File: src/rtl/fp16_align_stage_if.sv
// fp16_align_stage_if: operand-in / aligned-pair-out handshake bundle for the FP16 align stage.
interface fp16_align_stage_if #(parameter int SHIFT_W = 14);
    logic               in_valid;
    logic               in_ready;
    logic [15:0]        a;
    logic [15:0]        b;
    logic               out_valid;
    logic               out_ready;
    logic [4:0]         exp_out;
    logic [10:0]        big_mant;
    logic [SHIFT_W-1:0] small_aligned;
    logic               sign_big;
    logic               sign_small;
    logic               swap;
    logic               special;
    modport slave (
        input  in_valid, a, b, out_ready,
        output in_ready, out_valid, exp_out, big_mant, small_aligned,
               sign_big, sign_small, swap, special
    );
    modport master (
        output in_valid, a, b, out_ready,
        input  in_ready, out_valid, exp_out, big_mant, small_aligned,
               sign_big, sign_small, swap, special
    );
endinterface

File: src/rtl/fp16_align_stage.sv
// fp16_align_stage: two-stage FP16 operand alignment (compare/order, then shift with G/R/S).
module fp16_align_stage #(parameter int SHIFT_W = 14) (
    input logic clk,
    input logic rst,
    fp16_align_stage_if.slave bus
);
    logic [4:0]         ea_d, eb_d, dabs_d;
    logic [10:0]        ma_d, mb_d;
    logic [5:0]         diff_d, ndiff_d;
    logic               swap_d, accept, s2_adv;
    logic [SHIFT_W-1:0] t_d, small_d;
    logic               lost_d;
    logic               s1_valid_q, s1_sb_q, s1_ss_q, s1_swap_q, s1_sp_q;
    logic [4:0]         s1_exp_q, s1_d_q;
    logic [10:0]        s1_big_q, s1_small_q;
    logic               s2_valid_q, s2_sb_q, s2_ss_q, s2_swap_q, s2_sp_q;
    logic [4:0]         s2_exp_q;
    logic [10:0]        s2_big_q;
    logic [SHIFT_W-1:0] s2_small_q;

    // Subnormals (and zero) use an effective exponent of 1 with no hidden bit.
    always_comb begin
        ea_d    = (bus.a[14:10] != 5'd0) ? bus.a[14:10] : 5'd1;
        eb_d    = (bus.b[14:10] != 5'd0) ? bus.b[14:10] : 5'd1;
        ma_d    = {|bus.a[14:10], bus.a[9:0]};
        mb_d    = {|bus.b[14:10], bus.b[9:0]};
        diff_d  = {1'b0, ea_d} - {1'b0, eb_d};
        ndiff_d = 6'd0 - diff_d;
        swap_d  = diff_d[5] | ((diff_d == 6'd0) && (mb_d > ma_d));
        dabs_d  = diff_d[5] ? ndiff_d[4:0] : diff_d[4:0];
    end

    assign s2_adv       = !s2_valid_q || bus.out_ready;
    assign bus.in_ready = !s1_valid_q || s2_adv;
    assign accept       = bus.in_valid && bus.in_ready;

    // Shifts of SHIFT_W or more fall out naturally: the quotient is zero and sticky = |t.
    always_comb begin
        t_d     = {s1_small_q, {(SHIFT_W-11){1'b0}}};
        lost_d  = |(t_d & ~({SHIFT_W{1'b1}} << s1_d_q));
        small_d = (t_d >> s1_d_q) | {{(SHIFT_W-1){1'b0}}, lost_d};
    end

    always_ff @(posedge clk or posedge rst) begin
        if (rst) begin
            s1_valid_q <= 1'b0;
            s1_exp_q   <= '0;
            s1_d_q     <= '0;
            s1_big_q   <= '0;
            s1_small_q <= '0;
            s1_sb_q    <= 1'b0;
            s1_ss_q    <= 1'b0;
            s1_swap_q  <= 1'b0;
            s1_sp_q    <= 1'b0;
        end else if (accept) begin
            s1_valid_q <= 1'b1;
            s1_exp_q   <= swap_d ? eb_d : ea_d;
            s1_d_q     <= dabs_d;
            s1_big_q   <= swap_d ? mb_d : ma_d;
            s1_small_q <= swap_d ? ma_d : mb_d;
            s1_sb_q    <= swap_d ? bus.b[15] : bus.a[15];
            s1_ss_q    <= swap_d ? bus.a[15] : bus.b[15];
            s1_swap_q  <= swap_d;
            s1_sp_q    <= (&bus.a[14:10]) | (&bus.b[14:10]);
        end else if (s2_adv) begin
            s1_valid_q <= 1'b0;
        end
    end

    always_ff @(posedge clk or posedge rst) begin
        if (rst) begin
            s2_valid_q <= 1'b0;
            s2_exp_q   <= '0;
            s2_big_q   <= '0;
            s2_small_q <= '0;
            s2_sb_q    <= 1'b0;
            s2_ss_q    <= 1'b0;
            s2_swap_q  <= 1'b0;
            s2_sp_q    <= 1'b0;
        end else if (s2_adv) begin
            s2_valid_q <= s1_valid_q;
            if (s1_valid_q) begin
                s2_exp_q   <= s1_exp_q;
                s2_big_q   <= s1_big_q;
                s2_small_q <= small_d;
                s2_sb_q    <= s1_sb_q;
                s2_ss_q    <= s1_ss_q;
                s2_swap_q  <= s1_swap_q;
                s2_sp_q    <= s1_sp_q;
            end
        end
    end

    assign bus.out_valid     = s2_valid_q;
    assign bus.exp_out       = s2_exp_q;
    assign bus.big_mant      = s2_big_q;
    assign bus.small_aligned = s2_small_q;
    assign bus.sign_big      = s2_sb_q;
    assign bus.sign_small    = s2_ss_q;
    assign bus.swap          = s2_swap_q;
    assign bus.special       = s2_sp_q;
endmodule

File: src/flat_wrapper.sv
// flat-port wrapper written by rule: the top's interface ports become plain ports
module fp16_align_stage_flat 
#(parameter int SHIFT_W = 14)
  (clk, rst, bus_in_valid, bus_a, bus_b, bus_out_ready, bus_in_ready, bus_out_valid, bus_exp_out, bus_big_mant, bus_small_aligned, bus_sign_big, bus_sign_small, bus_swap, bus_special);
  fp16_align_stage_if #(.SHIFT_W(SHIFT_W)) bus_i ();
  input logic clk;
  input logic rst;
  input wire logic [$bits(bus_i.in_valid)-1:0] bus_in_valid;
  input wire logic [$bits(bus_i.a)-1:0] bus_a;
  input wire logic [$bits(bus_i.b)-1:0] bus_b;
  input wire logic [$bits(bus_i.out_ready)-1:0] bus_out_ready;
  output wire logic [$bits(bus_i.in_ready)-1:0] bus_in_ready;
  output wire logic [$bits(bus_i.out_valid)-1:0] bus_out_valid;
  output wire logic [$bits(bus_i.exp_out)-1:0] bus_exp_out;
  output wire logic [$bits(bus_i.big_mant)-1:0] bus_big_mant;
  output wire logic [$bits(bus_i.small_aligned)-1:0] bus_small_aligned;
  output wire logic [$bits(bus_i.sign_big)-1:0] bus_sign_big;
  output wire logic [$bits(bus_i.sign_small)-1:0] bus_sign_small;
  output wire logic [$bits(bus_i.swap)-1:0] bus_swap;
  output wire logic [$bits(bus_i.special)-1:0] bus_special;
  assign bus_i.in_valid = bus_in_valid;
  assign bus_i.a = bus_a;
  assign bus_i.b = bus_b;
  assign bus_i.out_ready = bus_out_ready;
  assign bus_in_ready = bus_i.in_ready;
  assign bus_out_valid = bus_i.out_valid;
  assign bus_exp_out = bus_i.exp_out;
  assign bus_big_mant = bus_i.big_mant;
  assign bus_small_aligned = bus_i.small_aligned;
  assign bus_sign_big = bus_i.sign_big;
  assign bus_sign_small = bus_i.sign_small;
  assign bus_swap = bus_i.swap;
  assign bus_special = bus_i.special;
  fp16_align_stage #(.SHIFT_W(SHIFT_W)) u_core (.clk(clk), .rst(rst), .bus(bus_i));
endmodule
File: config.mk
export PLATFORM = sky130hd
export DESIGN_NAME = fp16_align_stage_flat
export DESIGN_NICKNAME = d
export VERILOG_FILES = /design/src/rtl/fp16_align_stage_if.sv /design/src/rtl/fp16_align_stage.sv /design/src/flat_wrapper.sv
export SDC_FILE = /design/constraint.sdc
export NUM_CORES = 1
export LEC_CHECK = 0
export BUFFER_PORTS_ARGS = -buffer_cell sky130_fd_sc_hd__buf_2
export CAP_MARGIN = 20
export CORE_ASPECT_RATIO = 0.8
export CORE_MARGIN = 1.5
export CORE_UTILIZATION = 50
export CTS_CLUSTER_DIAMETER = 120
export CTS_CLUSTER_SIZE = 25
export DETAILED_ROUTE_END_ITERATION = 8
export HOLD_SLACK_MARGIN = 0.05
export PLACE_DENSITY = 0.77
export SYNTH_ARGS = -nofsm -noshare
export SYNTH_HDL_FRONTEND = slang
export SYNTH_SLANG_ARGS = --single-unit
export TNS_END_PERCENT = 100
File: constraint.sdc
create_clock -name clk -period 2.77 [get_ports clk]
set_input_delay 0.554 -clock clk [delete_from_list [all_inputs] [get_ports clk]]
set_output_delay 0.554 -clock clk [all_outputs]
set_load 0.02 [all_outputs]
==> impl_metrics.json <==
{
  "r2r_end": "u_core.bus.small_aligned[4]",
  "dieArea_sq_um": 8990,
  "worst_skew_pair.late_latency_ns": 0.35,
  "avgSynthCellArea_sq_um": 9.89,
  "gp_congestion": 0.877,
  "hold_viol": 0,
  "path_depth": 12,
  "num_antenna_cells": 0,
  "ys_seq_area_frac": 0.428,
  "dpl_cell_area_sq_um": 4970,
  "crit_path_start_kind": "input pin",
  "cp_slowest_cell": "fa_2",
  "slowest_delay_ns": 0.55,
  "reg2reg_from": "u_core.s1_d_q[0]",
  "ios": 72,
  "first_pass_iters": 4,
  "antenna_found_initial": 0,
  "clock.fmax_mhz": 346,
  "dieHeight_um": 85.1,
  "synth_top_cell_by_area": "dfrtp_1",
  "cts_tree": "yes",
  "drive_gt1_frac": 0.403,
  "fin_crit_ns": 2.89,
  "htreeDepth": 3,
  "path_cells": "buf_6 -> or4_4 -> nor2_4 -> nor2_2 -> ha_2 -> fa_2 -> ha_4 -> o211a_4 -> a41o_4 -> buf_6 -> nor2_2 -> a221o_1",
  "viasPerCell": 5.74,
  "synth_fp_nets": 480,
  "synthTopCellsByArea": "dfrtp_1 (43%), mux2_2 (6.1%), ha_1 (5.0%)",
  "crit_buf_inv": 2,
  "row_count": 29,
  "path_clk_slew_ns": 0.08,
  "clk_path_buf_depth": 2,
  "yosysMostFrequentCell": "dfrtp_1",
  "status": "complete, but fails checks",
  "fin_ws_ns": -0.123,
  "hold_buffers": 0,
  "grt_max_degree": 73,
  "use_met1": 0.319,
  "synth_edf_count": 0,
  "gr-usage-met3": 0.0538,
  "setup_viol": 29,
  "synth_top_area_frac": 0.428,
  "ys_types": 56,
  "timing.slew.headroom": 0.472,
  "remaining_drc_errors": 0,
  "startpoint": "bus_a[13]",
  "postRouteAntennaNets": 0,
  "worstPathMaxFanout": 4,
  "drt_iter0_drc": 156,
  "clock_skew_ns": 0.00733,
  "syn_area_sq_um": 4210,
  "track_usage": 0.246,
  "met2_usage": 0.420,
  "fin_crit_sh": 1.04,
  "tightest_slew_ns": 0.792,
  "ys_warn_count": 0,
  "vias": 3627,
  "p_per_area_nw_per_um2": 716,
  "power.leakage_nw": 2.38,
  "grt_overflow": 0,
  "cpLargestDelayFamily": "adder cells",
  "busiest_layer": "met2",
  "cts_buffers": 9,
  "synthToLayoutAreaGrowth_pct": 27.4,
  "crit_type": "in2reg",
  "design_area_sq_um": 5370,
  "synth_common_cells": "dfrtp_1 (72), nor2_1 (51), nand2_1 (35)",
  "hpwl_mm": 7.23,
  "fin_util": 0.667,
  "ys_ff_latch": 72,
  "critPathArrivalTime_ns": 3.13,
  "r2r_slack_ns": 0.64,
  "endpoint": "u_core.s1_small_q[10]",
  "grt_pass1_wl_mm": 17.7,
  "rr_worst_depth": 5,
  "coreArea_sq_um": 8060,
  "die_w_um": 106,
  "irDropWorstVdd_mv": 0.439,
  "wire_per_inst_um": 16.5,
  "min_path_type": "in2async",
  "fillers": 632,
  "violations": "setup timing",
  "port_buffers": 71,
  "drv_cap": 0,
  "syn_inst": 426,
  "grt_pass1_vias": 3709,
  "fin_nets": 573,
  "critPathCaptureType": "flip-flop",
  "cts_sinks": 72,
  "maxSlewViolCount": 0,
  "start_util": 0.523,
  "async_flop_share": 1.00,
  "ys.flop_type": "dfrtp_1",
  "dpl_worst_slack_ns": -0.510,
  "routed_wl_mm": 10.4,
  "root_buffer": "clkbuf_8",
  "rsz0062_at_grt": "true",
  "cp.required_ns": 3.00
}
-- worst reg2reg max path: cells and delay by family (launching register included) --
family          cells  cell delay (ns)
compound gates      3             0.58
mux                 2             0.59
flops               1             0.85
-- metrics by stage --
step	TNS, ns	total power [W]	cells	hold WS [ns]
finish	-1.95	0.00384	632	0.262
global route	-4.29	0.00408	632	0.300
CTS	-0.628	0.00385	628	0.284
detailed placement	-13.83	0.00296	607	0.467
global placement	-11.81	0.00291	607	0.459
floorplan	-5.62	0.00253	426	0.452
-- flip-flops by register name (all words and copies together) (netlist names) --
signal / flops
u_core.bus.out_valid: 1
u_core.s1_d_q: 5
u_core.bus.special: 1
u_core.s1_ss_q: 1
u_core.bus.big_mant: 11
u_core.s1_exp_q: 5
u_core.s1_valid_q: 1
u_core.bus.small_aligned: 14
u_core.bus.sign_big: 1
u_core.s1_sp_q: 1
u_core.s1_big_q: 11
u_core.s1_sb_q: 1
u_core.s1_swap_q: 1
u_core.bus.sign_small: 1
u_core.s1_small_q: 11
u_core.bus.exp_out: 5
u_core.bus.swap: 1
-- cell type report --
class                           instances  area, sq um  area share
Tap cell                              108          135      0.0252
Inverter                               17         63.8      0.0119
Clock inverter                          5         56.3      0.0105
Multi-Input combinational cell        305         2400       0.447
Sequential cell                        72         1800       0.336
Timing Repair Buffer                  114          769       0.143
Clock buffer                           11          141      0.0263
-- per-layer routing --
metal	share of wire	vias up
li1	-	1740
met1	0.44	1776
met2	0.50	96
met3	0.044	15
met4	0.019	0
met5	0	-
-- report_power, final --
| group | internal [W] | switching [W] |
|---|---|---|
| clock network | 0.000439 | 0.000394 |
| logic | 0.000658 | 0.000782 |
| registers | 0.00130 | 0.000265 |
-- timing repair --
action,4_1_cts,5_1_grt
resized for setup,16,6
cloned,1,1
setup endpoints to repair,29,29
buffers inserted,4,4
pin swaps,6,6
-- layout by cell type (no fill, tap or decap), types with 13 or more instances in the layout --
master / count
nand2_1: 35
nor2_1: 43
inv_1: 16
o21ai_0: 13
buf_2: 69
mux2_2: 23
a211oi_2: 17
a31oi_1: 13
dfrtp_1: 72
mux2i_1: 14
ha_1: 14
a21oi_1: 18
buf_4: 35
-- how the worst min path moves through the flow --
stage                     cells after the start                            to
after CTS                                     3            u_core.s1_big_q[9]
after detailed placement                      2  u_core.bus.small_aligned[12]
after floorplan                               2              u_core.s1_swap_q
after global routing                          3        u_core.bus.big_mant[0]
final                                         3        u_core.bus.big_mant[6]
after global placement                        2  u_core.bus.small_aligned[10]
-- kinds of logic after synthesis --
family	Yosys count	synth area share
DFF	72	0.428
buffers and inverters	49	0.0502
AOI/OAI and AO/OA	114	0.201
xor gates and xnor gates	5	0.0104
muxes	39	0.105
adders and majority gates	19	0.0576
and+or+nand+nor	128	0.148
No activity file was read; power rests on OpenSTA's default activity.
